$ cat src/rtl/audio_ram_sched.sv
// Round-robin scheduler sharing one RAM command port between the record (write)
// and playback (read) paths, one command outstanding, with range check and timeout.
module audio_ram_sched #(
  parameter int                ADDR_W   = 26,
  parameter int                DATA_W   = 16,
  parameter logic [ADDR_W-1:0] MAX_ADDR = 26'h3FFFFFF,
  parameter int                TIMEOUT  = 1023
) (
  input  logic              clk,
  input  logic              reset,
  input  logic              wr_req,
  input  logic [ADDR_W-1:0] wr_addr,
  input  logic [DATA_W-1:0] wr_data,
  output logic              wr_ack,
  input  logic              rd_req,
  input  logic [ADDR_W-1:0] rd_addr,
  output logic              rd_ack,
  output logic [DATA_W-1:0] rd_data,
  output logic              err,
  input  logic              mem_ready,
  output logic              mem_cmd_valid,
  output logic              mem_cmd_we,
  output logic [ADDR_W-1:0] mem_addr,
  output logic [DATA_W-1:0] mem_wdata,
  input  logic              mem_done,
  input  logic [DATA_W-1:0] mem_rdata
);

  localparam int CNT_W = (TIMEOUT > 1) ? $clog2(TIMEOUT + 1) : 1;
  localparam logic [CNT_W-1:0] TO_LAST = CNT_W'(TIMEOUT - 1);

  typedef enum logic [1:0] {S_IDLE, S_BUSY, S_RESP} state_t;

  state_t            r_state;
  logic              r_last_rd;
  logic              r_is_rd;
  logic              r_fail;
  logic [CNT_W-1:0]  r_cnt;

  logic              w_any;
  logic              w_pick_rd;
  logic [ADDR_W-1:0] w_addr;
  logic              w_oor;

  // On contention the port that did not win last time gets the grant.
  assign w_any     = wr_req | rd_req;
  assign w_pick_rd = rd_req & (~wr_req | ~r_last_rd);
  assign w_addr    = w_pick_rd ? rd_addr : wr_addr;
  assign w_oor     = {1'b0, w_addr} > {1'b0, MAX_ADDR};

  // Rejected or timed-out accesses spend an extra RESP cycle before the ack.
  always_ff @(posedge clk or posedge reset) begin
    if (reset) begin
      r_state       <= S_IDLE;
      r_last_rd     <= 1'b1;
      r_is_rd       <= 1'b0;
      r_fail        <= 1'b0;
      r_cnt         <= '0;
      wr_ack        <= 1'b0;
      rd_ack        <= 1'b0;
      rd_data       <= '0;
      err           <= 1'b0;
      mem_cmd_valid <= 1'b0;
      mem_cmd_we    <= 1'b0;
      mem_addr      <= '0;
      mem_wdata     <= '0;
    end else begin
      case (r_state)
        S_IDLE: begin
          if (mem_ready && w_any) begin
            r_is_rd    <= w_pick_rd;
            r_last_rd  <= w_pick_rd;
            mem_cmd_we <= ~w_pick_rd;
            mem_addr   <= w_addr;
            if (!w_pick_rd) begin
              mem_wdata <= wr_data;
            end
            r_cnt  <= '0;
            r_fail <= w_oor;
            if (w_oor) begin
              r_state <= S_RESP;
            end else begin
              mem_cmd_valid <= 1'b1;
              r_state       <= S_BUSY;
            end
          end
        end
        S_BUSY: begin
          if (mem_done) begin
            mem_cmd_valid <= 1'b0;
            if (r_is_rd) begin
              rd_data <= mem_rdata;
            end
            wr_ack  <= ~r_is_rd;
            rd_ack  <= r_is_rd;
            err     <= 1'b0;
            r_state <= S_RESP;
          end else if (r_cnt == TO_LAST) begin
            mem_cmd_valid <= 1'b0;
            r_fail        <= 1'b1;
            r_state       <= S_RESP;
          end else begin
            r_cnt <= r_cnt + CNT_W'(1);
          end
        end
        S_RESP: begin
          if (wr_ack || rd_ack) begin
            wr_ack  <= 1'b0;
            rd_ack  <= 1'b0;
            err     <= 1'b0;
            r_state <= S_IDLE;
          end else begin
            wr_ack <= ~r_is_rd;
            rd_ack <= r_is_rd;
            err    <= r_fail;
          end
        end
        default: begin
          r_state <= S_IDLE;
        end
      endcase
    end
  end

endmodule

$ cat config.mk
export PLATFORM = sky130hd
export DESIGN_NAME = audio_ram_sched
export DESIGN_NICKNAME = d
export VERILOG_FILES = /design/src/rtl/audio_ram_sched.sv
export SDC_FILE = /design/constraint.sdc
export NUM_CORES = 1
export LEC_CHECK = 0
export ABC_AREA = 1
export ABC_CLOCK_PERIOD_IN_PS = 3500
export BUFFER_PORTS_ARGS = -buffer_cell sky130_fd_sc_hd__clkbuf_2
export CORE_AREA = 2 2 87 89
export CTS_BUF_LIST = sky130_fd_sc_hd__clkbuf_4 sky130_fd_sc_hd__clkbuf_8
export DETAILED_ROUTE_END_ITERATION = 7
export DIE_AREA = 0 0 89 91
export HOLD_SLACK_MARGIN = 0.06
export PLACE_DENSITY = 0.91
export RECOVER_POWER = 25
export SKIP_LAST_GASP = 1
export SLEW_MARGIN = 30
export SYNTH_ARGS = -nofsm -noshare
export SYNTH_HDL_FRONTEND = slang
export SYNTH_SLANG_ARGS = --single-unit
$ cat constraint.sdc
create_clock -name clk -period 3.5 [get_ports clk]
set_input_delay 0.7 -clock clk [delete_from_list [all_inputs] [get_ports clk]]
set_output_delay 0.7 -clock clk [all_outputs]
set_load 0.05 [all_outputs]
Word-level counts from Yosys, hierarchy flattened:

Index checks and enable logic that the tools add are counted.
Widths: inputs -> output; s select.

* multiplexer cells: 27
* $add $sub $neg: 1
* eq/ne operators: 10
* bitwise operators: 7
* reductions and logical operators: 13

Operators with widths (count)
* $mux 10: 3
* $mux 26: 1
* $pmux 10 s2: 1
* $mux 1: 12
* $ne 2x2->1 const B: 6
* $reduce_and 3->1: 4
* $add 10x1->10 const B: 1
* $eq 10x10->1 const B: 1
* $pmux 1 s2: 5
* $mux 2: 4
* $reduce_and 4->1: 2
* $pmux 2 s3: 1
* $not 1->1: 4
* $reduce_and 2->1: 2
* $reduce_bool 2->1: 2
* $ne 3x3->1 const B: 1
* $eq 2x1->1 const B: 1
* $eq 2x2->1 const B: 1
* $logic_not 2->1: 1
* $or 1x1->1: 2
* $and 1x1->1: 1
* $logic_and 1x1->1: 1
* $logic_or 1x1->1: 1

* bits of input ports: 90
* word-level logic and storage cells: 71
* bits in registers: 78

Logic depth before layout (Yosys ltp):

Gate-level depths: netlist of the first run.

* word-level depth: 5
* depth in mapped cells: 9
* gate-level depth less buffers: 9

Least setup slack after synthesis of the first run:

No wires, ideal clock.

* path kind: in2reg
* from: input wr_req
* to: register r_cnt[5]
* library setup time: 0.117 ns
* stages: 5
* data required time: 3.383 ns
* arrival: 1.416 ns
* buffers on the path: 1
* path slack: 1.967 ns
* cell sequence: o211ai_4 -> buf_2 -> nand2_1 -> nand2_1 -> nand2_1

* longest elaborated chain between the ends: 4

RTL lines
* start: declaration: line 11 `input logic wr_req,`
* $or 1x1->1: line 46 `assign w_any = wr_req | rd_req;`
* $logic_and 1x1->1: line 70 `if (mem_ready && w_any) begin`
* $ne 2x2->1 (no line)
* $reduce_and 4->1 (no line)
* end signal: assignment: line 103 `r_cnt <= r_cnt + CNT_W'(1);`
* end: declaration: line 38 `logic [CNT_W-1:0] r_cnt;`

Every way passes these cells.
A chain may end at the register's enable or synchronous reset.

==> results_tabular.tex, run 1 <==
\begin{tabular}{lr}
\hline
Metric & Value \\
\hline
\multicolumn{2}{l}{\textbf{Run status}} \\
Status & completed \\
\multicolumn{2}{l}{\textbf{Clock network}} \\
Number of gates resized after cts & 0 \\
CTS tree & done \\
Number of hold-repair buffers added at the cts stage & 0 \\
Number of sinks handled by clock tree synthesis & 78 \\
Bufs on Longest Clock Path & 2 \\
Number of levels the H-tree was split into & 3 \\
Post-CTS setup-driven buffer insertion count & 0 \\
Clock slew seen by the registers of the worst setup and hold paths & 80 ps \\
Total clock buffers created by CTS & 9 \\
Root Buffer & sky130\_fd\_sc\_hd\_\_clkbuf\_8 \\
Skew-Pair Late Insertion Delay & 340 ps \\
\multicolumn{2}{l}{\textbf{Logic synthesis}} \\
Cell area after synthesis & 3410 µm² \\
Commonest cells in the synthesized netlist & sky130\_fd\_sc\_hd\_\_nand2\_1 (172), sky130\_fd\_sc\_hd\_\_dfrtp\_1 (77), sky130\_fd\_sc\_hd\_\_nand3\_1 (49) \\
Count of unique library cells instantiated by Yosys & 27 \\
Number of standard cells after synthesis & 406 \\
Main area contributors after synthesis & sky130\_fd\_sc\_hd\_\_dfrtp\_1 (56\%), sky130\_fd\_sc\_hd\_\_nand2\_1 (19\%), sky130\_fd\_sc\_hd\_\_nand3\_1 (7.2\%), sky130\_fd\_sc\_hd\_\_o21ai\_0 (3.5\%), sky130\_fd\_sc\_hd\_\_inv\_1 (3.3\%) \\
Post-Synthesis Net Count & 498 \\
Most frequently used flop master after synthesis & sky130\_fd\_sc\_hd\_\_dfrtp\_1 \\
Area share of the largest cell type after synthesis & 0.565 \\
Number of synthesis warnings & 0 \\
Number of enable flip-flop cells after synthesis & 0 \\
Flip-flop and latch count after synthesis & 78 \\
Sequential cell area fraction in the yosys report & 0.572 \\
Most numerous cell in the Yosys netlist & sky130\_fd\_sc\_hd\_\_nand2\_1 \\
Proportion of register bits with asynchronous set or reset after synthesis & 1.00 \\
Average instance area after synthesis & 8.41 µm² \\
Synth area leader & sky130\_fd\_sc\_hd\_\_dfrtp\_1 \\
\multicolumn{2}{l}{\textbf{Route}} \\
DR WL/cell & 12.1 µm \\
Number of vias in the routed layout & 3198 \\
Avg Vias per Cell & 4.83 \\
Starting DRT DRC Count & 166 \\
Routed wire length & 8000 µm \\
Pre-Repair DR Iteration Count & 5 \\
ANT nets after route & 0 \\
Detailed-route DRC error count & 0 \\
\multicolumn{2}{l}{\textbf{Worst setup path}} \\
Worst Setup Path Type & primary input to asynchronous set/reset pin \\
CP required & 3820 ps \\
Launching element type of the critical path & primary input \\
Maximum fanout along the worst path & 38 \\
Nature of the critical path endpoint & asynchronous set/reset pin \\
Signal arrival time at the worst endpoint & 2590 ps \\
\multicolumn{2}{l}{\textbf{Floorplanning}} \\
Chip Height & 91 µm \\
Die outline area & 8100 µm² \\
Effective utilization at floorplan & 0.478 \\
\# IOs & 153 \\
Horiz. Die Dim & 89 µm \\
Total core area & 7140 µm² \\
Row cnt & 31 \\
\multicolumn{2}{l}{\textbf{Place}} \\
Placer Congestion & 0.851 \\
Pre-CTS setup slack & 1410 ps \\
HPWL after detailed placement & 6140 µm \\
Port buffer count & 152 \\
Placed cell area & 4240 µm² \\
Cell count after placement & 646 \\
\multicolumn{2}{l}{\textbf{STA}} \\
Time the worst path needs with I/O delays and setup & 2270 ps \\
Hold\_ws & 481 ps \\
Clock Skews & 9.39 ps \\
Fmax achieved & 441 MHz \\
Number of hold-slack violations in the final timing report & 0 \\
Setup repair after global routing missed its margin & no \\
Worst setup slack after layout & 1230 ps \\
Setup-violating endpoint count in the final report & 0 \\
Tcrit/Tclk final & 0.648 \\
Post-Route Setup TNS & 0 ps \\
Pins Over Slew Limit & 0 \\
Slew at the pin with the worst max-slew slack & 1370 ps \\
Max-slew headroom & 0.0838 \\
\multicolumn{2}{l}{\textbf{Min path}} \\
Type of the most critical hold path & register to register \\
\multicolumn{2}{l}{\textbf{Final layout}} \\
Number of inserted diodes & 0 \\
Area growth from synthesis to layout & 29.5\% \\
Core Util, Final & 0.619 \\
Net count reported at finish & 650 \\
Share of post-route cells with drive strength above 1 & 0.321 \\
Number of inserted filler cells in the final layout & 630 \\
Non-Filler Instances & 662 \\
Final non-filler cell area & 4420 µm² \\
\multicolumn{2}{l}{\textbf{Global route}} \\
Vias in the first global route & 3007 \\
Number of antenna violations at the first check in global routing & 0 \\
Pin count of the biggest net entering global routing & 44 \\
Global-route wire length before repair & 13000 µm \\
Global-route usage over all layers & 0.205 \\
Sum of overflow across all layers after global routing & 0 \\
\multicolumn{2}{l}{\textbf{Power and ir drop}} \\
Total power consumption of the routed design & 4.39 mW \\
Leakage component of the power & 2.51 nW \\
Worst-case vdd ir drop & 0.566 mV \\
Pwr Density & 994 nW/µm² \\
\multicolumn{2}{l}{\textbf{Job}} \\
Max-cap violations & 0 \\
\hline
\end{tabular}
where the power goes:
part           total, mW  leakage (nW)  switching (mW)  internal, mW
clock              0.613        0.0995           0.316         0.296
sequential          1.49         0.986           0.219          1.28
combinational       2.29          1.43            1.79         0.494
worst max-delay path: stages:
cell                       delay [ps]
sky130_fd_sc_hd__clkbuf_2          80
sky130_fd_sc_hd__inv_1            970
sky130_fd_sc_hd__clkbuf_1         830
worst paths after layout:
path,startpoint,end,slack (ps),cells after the start
worst max-delay path,reset,mem_addr[8],1230,3
worst min-delay path,mem_wdata[3],mem_wdata[3],480,2
worst max register to register,r_state[1],rd_data[6],1560,5
worst min register to register,mem_wdata[3],mem_wdata[3],480,2
max in group clk,r_state[1],rd_data[6],1560,5
min in group asynchronous,reset,rd_data[2],720,2
metal layers:
layer,vias up,track usage,share of wire
li1,1584,-,-
met1,1497,0.241,0.42
met2,110,0.358,0.51
met3,7,0.0464,0.061
met4,0,0.0759,0.013
met5,-,0,0
final cells by class:
class | count | area, µm² | share of cell area
flip-flops and latches | 78 | 1950 | 0.442
well taps | 99 | 124 | 0.0280
clock buffers | 11 | 151 | 0.0343
inverters | 33 | 124 | 0.0280
clock inverters | 5 | 32.5 | 0.00736
multi-input cells | 280 | 1250 | 0.282
repair buffers | 156 | 787 | 0.178
kinds of logic (layout without fill, tap and decap cells):
logic type | after synthesis | after routing | synth area share
simple gates | 241 | 241 | 0.293
flops | 78 | 78 | 0.572
buf+inv | 48 | 205 | 0.0623
compound gates | 35 | 35 | 0.0605
fa+ha+maj | 2 | 2 | 0.00733
xor+xnor | 2 | 2 | 0.00513
layout by cell type (no fill, tap or decap), drive strengths merged:
cell type    n
nand2      173
clkbuf     164
dfrtp       77
nand3       49
inv         34
o21ai       26
nor2        16
clkinv       4
buf          3
a21oi        2
o21a         2
nor3b        2
o21bai       2
ha           2
o211ai       1
nand4        1
xor2         1
xnor2        1
a21boi       1
a21o         1
dfstp        1
state kept, by name (all words and copies together) (netlist names), 2 cells and up:
name       flops
r_state        2
mem_wdata     16
rd_data       16
mem_addr      26
r_cnt         10
No activity file was read; power rests on OpenSTA's default activity.
==> run 2: changes to the inputs <==
ABC_CLOCK_PERIOD_IN_PS = 2250   (was 3500)
clock period = 2.25 ns   (was 3.5 ns; I/O delays follow)
==> results_tabular.tex, run 2 (synthesis results as in run 1) <==
\begin{tabular}{lr}
\hline
Metric & Value \\
\hline
\multicolumn{2}{l}{\textbf{Place}} \\
Placed cell area & 4260 µm² \\
Pre-CTS setup slack & 249 ps \\
Placer Congestion & 0.910 \\
Port buffer count & 152 \\
Cell count after placement & 647 \\
HPWL after detailed placement & 6260 µm \\
\multicolumn{2}{l}{\textbf{Final layout}} \\
Final non-filler cell area & 4450 µm² \\
Multi-input gate area & 1250 µm² \\
Commonest non-fill, non-tap cell in the layout & sky130\_fd\_sc\_hd\_\_nand2\_1 \\
Highest-count cells in the layout ignoring fill and taps & sky130\_fd\_sc\_hd\_\_nand2\_1 (172), sky130\_fd\_sc\_hd\_\_clkbuf\_2 (153), sky130\_fd\_sc\_hd\_\_dfrtp\_1 (77), sky130\_fd\_sc\_hd\_\_nand3\_1 (49), sky130\_fd\_sc\_hd\_\_inv\_1 (29) \\
Sequential Area & 1950 µm² \\
Number of inserted diodes & 0 \\
Largest register by flop count & mem\_addr \\
Net count reported at finish & 651 \\
Share of post-route cells with drive strength above 1 & 0.325 \\
Non-Filler Instances & 662 \\
Largest register FFs & 26 \\
Area growth from synthesis to layout & 30.4\% \\
Core Util, Final & 0.624 \\
Biggest regs & mem\_addr x26, mem\_wdata x16, rd\_data x16 \\
Number of inserted filler cells in the final layout & 645 \\
\multicolumn{2}{l}{\textbf{Floorplanning}} \\
Effective utilization at floorplan & 0.478 \\
\# IOs & 153 \\
Chip Height & 91 µm \\
Total core area & 7140 µm² \\
Row cnt & 31 \\
Die outline area & 8100 µm² \\
Horiz. Die Dim & 89 µm \\
\multicolumn{2}{l}{\textbf{STA}} \\
Slew at the pin with the worst max-slew slack & 974 ps \\
Pins Over Slew Limit & 0 \\
Number of hold-slack violations in the final timing report & 0 \\
Setup-violating endpoint count in the final report & 0 \\
Time the worst path needs with I/O delays and setup & 1920 ps \\
Fmax achieved & 521 MHz \\
Setup repair after global routing missed its margin & no \\
Tcrit/Tclk final & 0.854 \\
Max-slew headroom & 0.347 \\
Clock Skews & 11.2 ps \\
Worst setup slack after layout & 329 ps \\
Hold\_ws & 258 ps \\
Post-Route Setup TNS & 0 ps \\
\multicolumn{2}{l}{\textbf{Clock network}} \\
Total clock buffers created by CTS & 9 \\
Post-CTS setup-driven buffer insertion count & 0 \\
Root Buffer & sky130\_fd\_sc\_hd\_\_clkbuf\_8 \\
Bufs on Longest Clock Path & 2 \\
Number of levels the H-tree was split into & 3 \\
Clock slew seen by the registers of the worst setup and hold paths & 80 ps \\
Skew-Pair Late Insertion Delay & 330 ps \\
Number of sinks handled by clock tree synthesis & 78 \\
CTS tree & done \\
Number of hold-repair buffers added at the cts stage & 0 \\
Number of gates resized after cts & 0 \\
\multicolumn{2}{l}{\textbf{Global route}} \\
Pin count of the biggest net entering global routing & 42 \\
Global-route wire length before repair & 13500 µm \\
Vias in the first global route & 3085 \\
Global-route usage over all layers & 0.212 \\
Sum of overflow across all layers after global routing & 0 \\
Number of antenna violations at the first check in global routing & 0 \\
\multicolumn{2}{l}{\textbf{Power and ir drop}} \\
Clk network pwr share & 0.154 \\
Total power consumption of the routed design & 6.96 mW \\
Cell-internal power & 3.33 mW \\
Portion of total power attributed to sequential cells & 0.335 \\
Worst-case vdd ir drop & 0.929 mV \\
Leakage component of the power & 2.52 nW \\
Pwr Density & 1560 nW/µm² \\
Switching Share & 0.521 \\
Share of power burned in combinational logic & 0.512 \\
Sw Pwr & 3.63 mW \\
\multicolumn{2}{l}{\textbf{Route}} \\
DR WL/cell & 12.4 µm \\
Detailed-route DRC error count & 0 \\
Pre-Repair DR Iteration Count & 4 \\
Avg Vias per Cell & 4.79 \\
Starting DRT DRC Count & 165 \\
Number of vias in the routed layout & 3168 \\
Routed wire length & 8220 µm \\
ANT nets after route & 0 \\
\multicolumn{2}{l}{\textbf{Worst setup path}} \\
Cells along the critical path & nand2\_1, nand2\_1, inv\_2, nor2\_4, inv\_2, nand2\_1, nand2\_1 \\
Critical-path cell with the highest stage delay & sky130\_fd\_sc\_hd\_\_nor2\_4 \\
Signal arrival time at the worst endpoint & 2150 ps \\
Logic depth of the worst register-to-register path & 7 \\
Launching element type of the critical path & register \\
FF-to-FF setup slack & 330 ps \\
Worst Setup Path Type & register to register \\
Highest cell delay on the worst timing path & 540 ps \\
Most used cell along the critical path & sky130\_fd\_sc\_hd\_\_nand2\_1 \\
Critical R2R Launch & r\_last\_rd \\
RR Endpoint & mem\_wdata[15] \\
CP required & 2480 ps \\
Maximum fanout along the worst path & 31 \\
Nature of the critical path endpoint & register \\
\multicolumn{2}{l}{\textbf{Run status}} \\
Status & completed \\
\multicolumn{2}{l}{\textbf{Min path}} \\
Type of the most critical hold path & primary input to asynchronous set/reset pin \\
\multicolumn{2}{l}{\textbf{Job}} \\
Max-cap violations & 0 \\
\hline
\end{tabular}
run 2: worst max path at each step:
| stage | from | to | slack, ps | depth (start not counted) |
|---|---|---|---|---|
| final | r_last_rd | mem_wdata[15] | 330 | 7 |
| after floorplan | reset | err | 920 | 1 |
| after CTS | r_last_rd | mem_wdata[8] | 310 | 7 |
| after detailed placement | wr_req | mem_wdata[8] | 250 | 8 |
| after global placement | wr_req | mem_wdata[3] | 330 | 8 |
| after global routing | r_last_rd | mem_wdata[10] | 130 | 7 |
run 2: critical path, delay by kind of cell, from the launching register on:
| family | cells | cell delay [ps] |
|---|---|---|
| buffers and inverters | 2 | 370 |
| AND/OR/NAND/NOR | 5 | 900 |
| flip-flops | 1 | 530 |
run 2: final cells by class:
class	instances	area share
Sequential cell	78	0.439
Multi-Input combinational cell	280	0.280
Clock inverter	4	0.0124
Clock buffer	11	0.0340
Inverter	33	0.0281
Tap cell	99	0.0278
Timing Repair Buffer	157	0.179
run 2: metal layers:
| layer | track usage | wire length (µm) |
|---|---|---|
| met3 | 0.0455 | 654 |
| met1 | 0.263 | 3350 |
| met5 | 0 | 0 |
| met2 | 0.362 | 4130 |
| met4 | 0.0746 | 89 |
run 2: power by group through the flow:
stage | logic [mW] | registers, mW | clock network (mW)
after floorplan | 0.942 | 4.12 | 0
after global placement | 3.51 | 2.33 | 0
after detailed placement | 3.61 | 2.34 | 0
after CTS | 3.60 | 2.34 | 1.10
after global routing | 3.83 | 2.41 | 1.15
final | 3.56 | 2.33 | 1.07
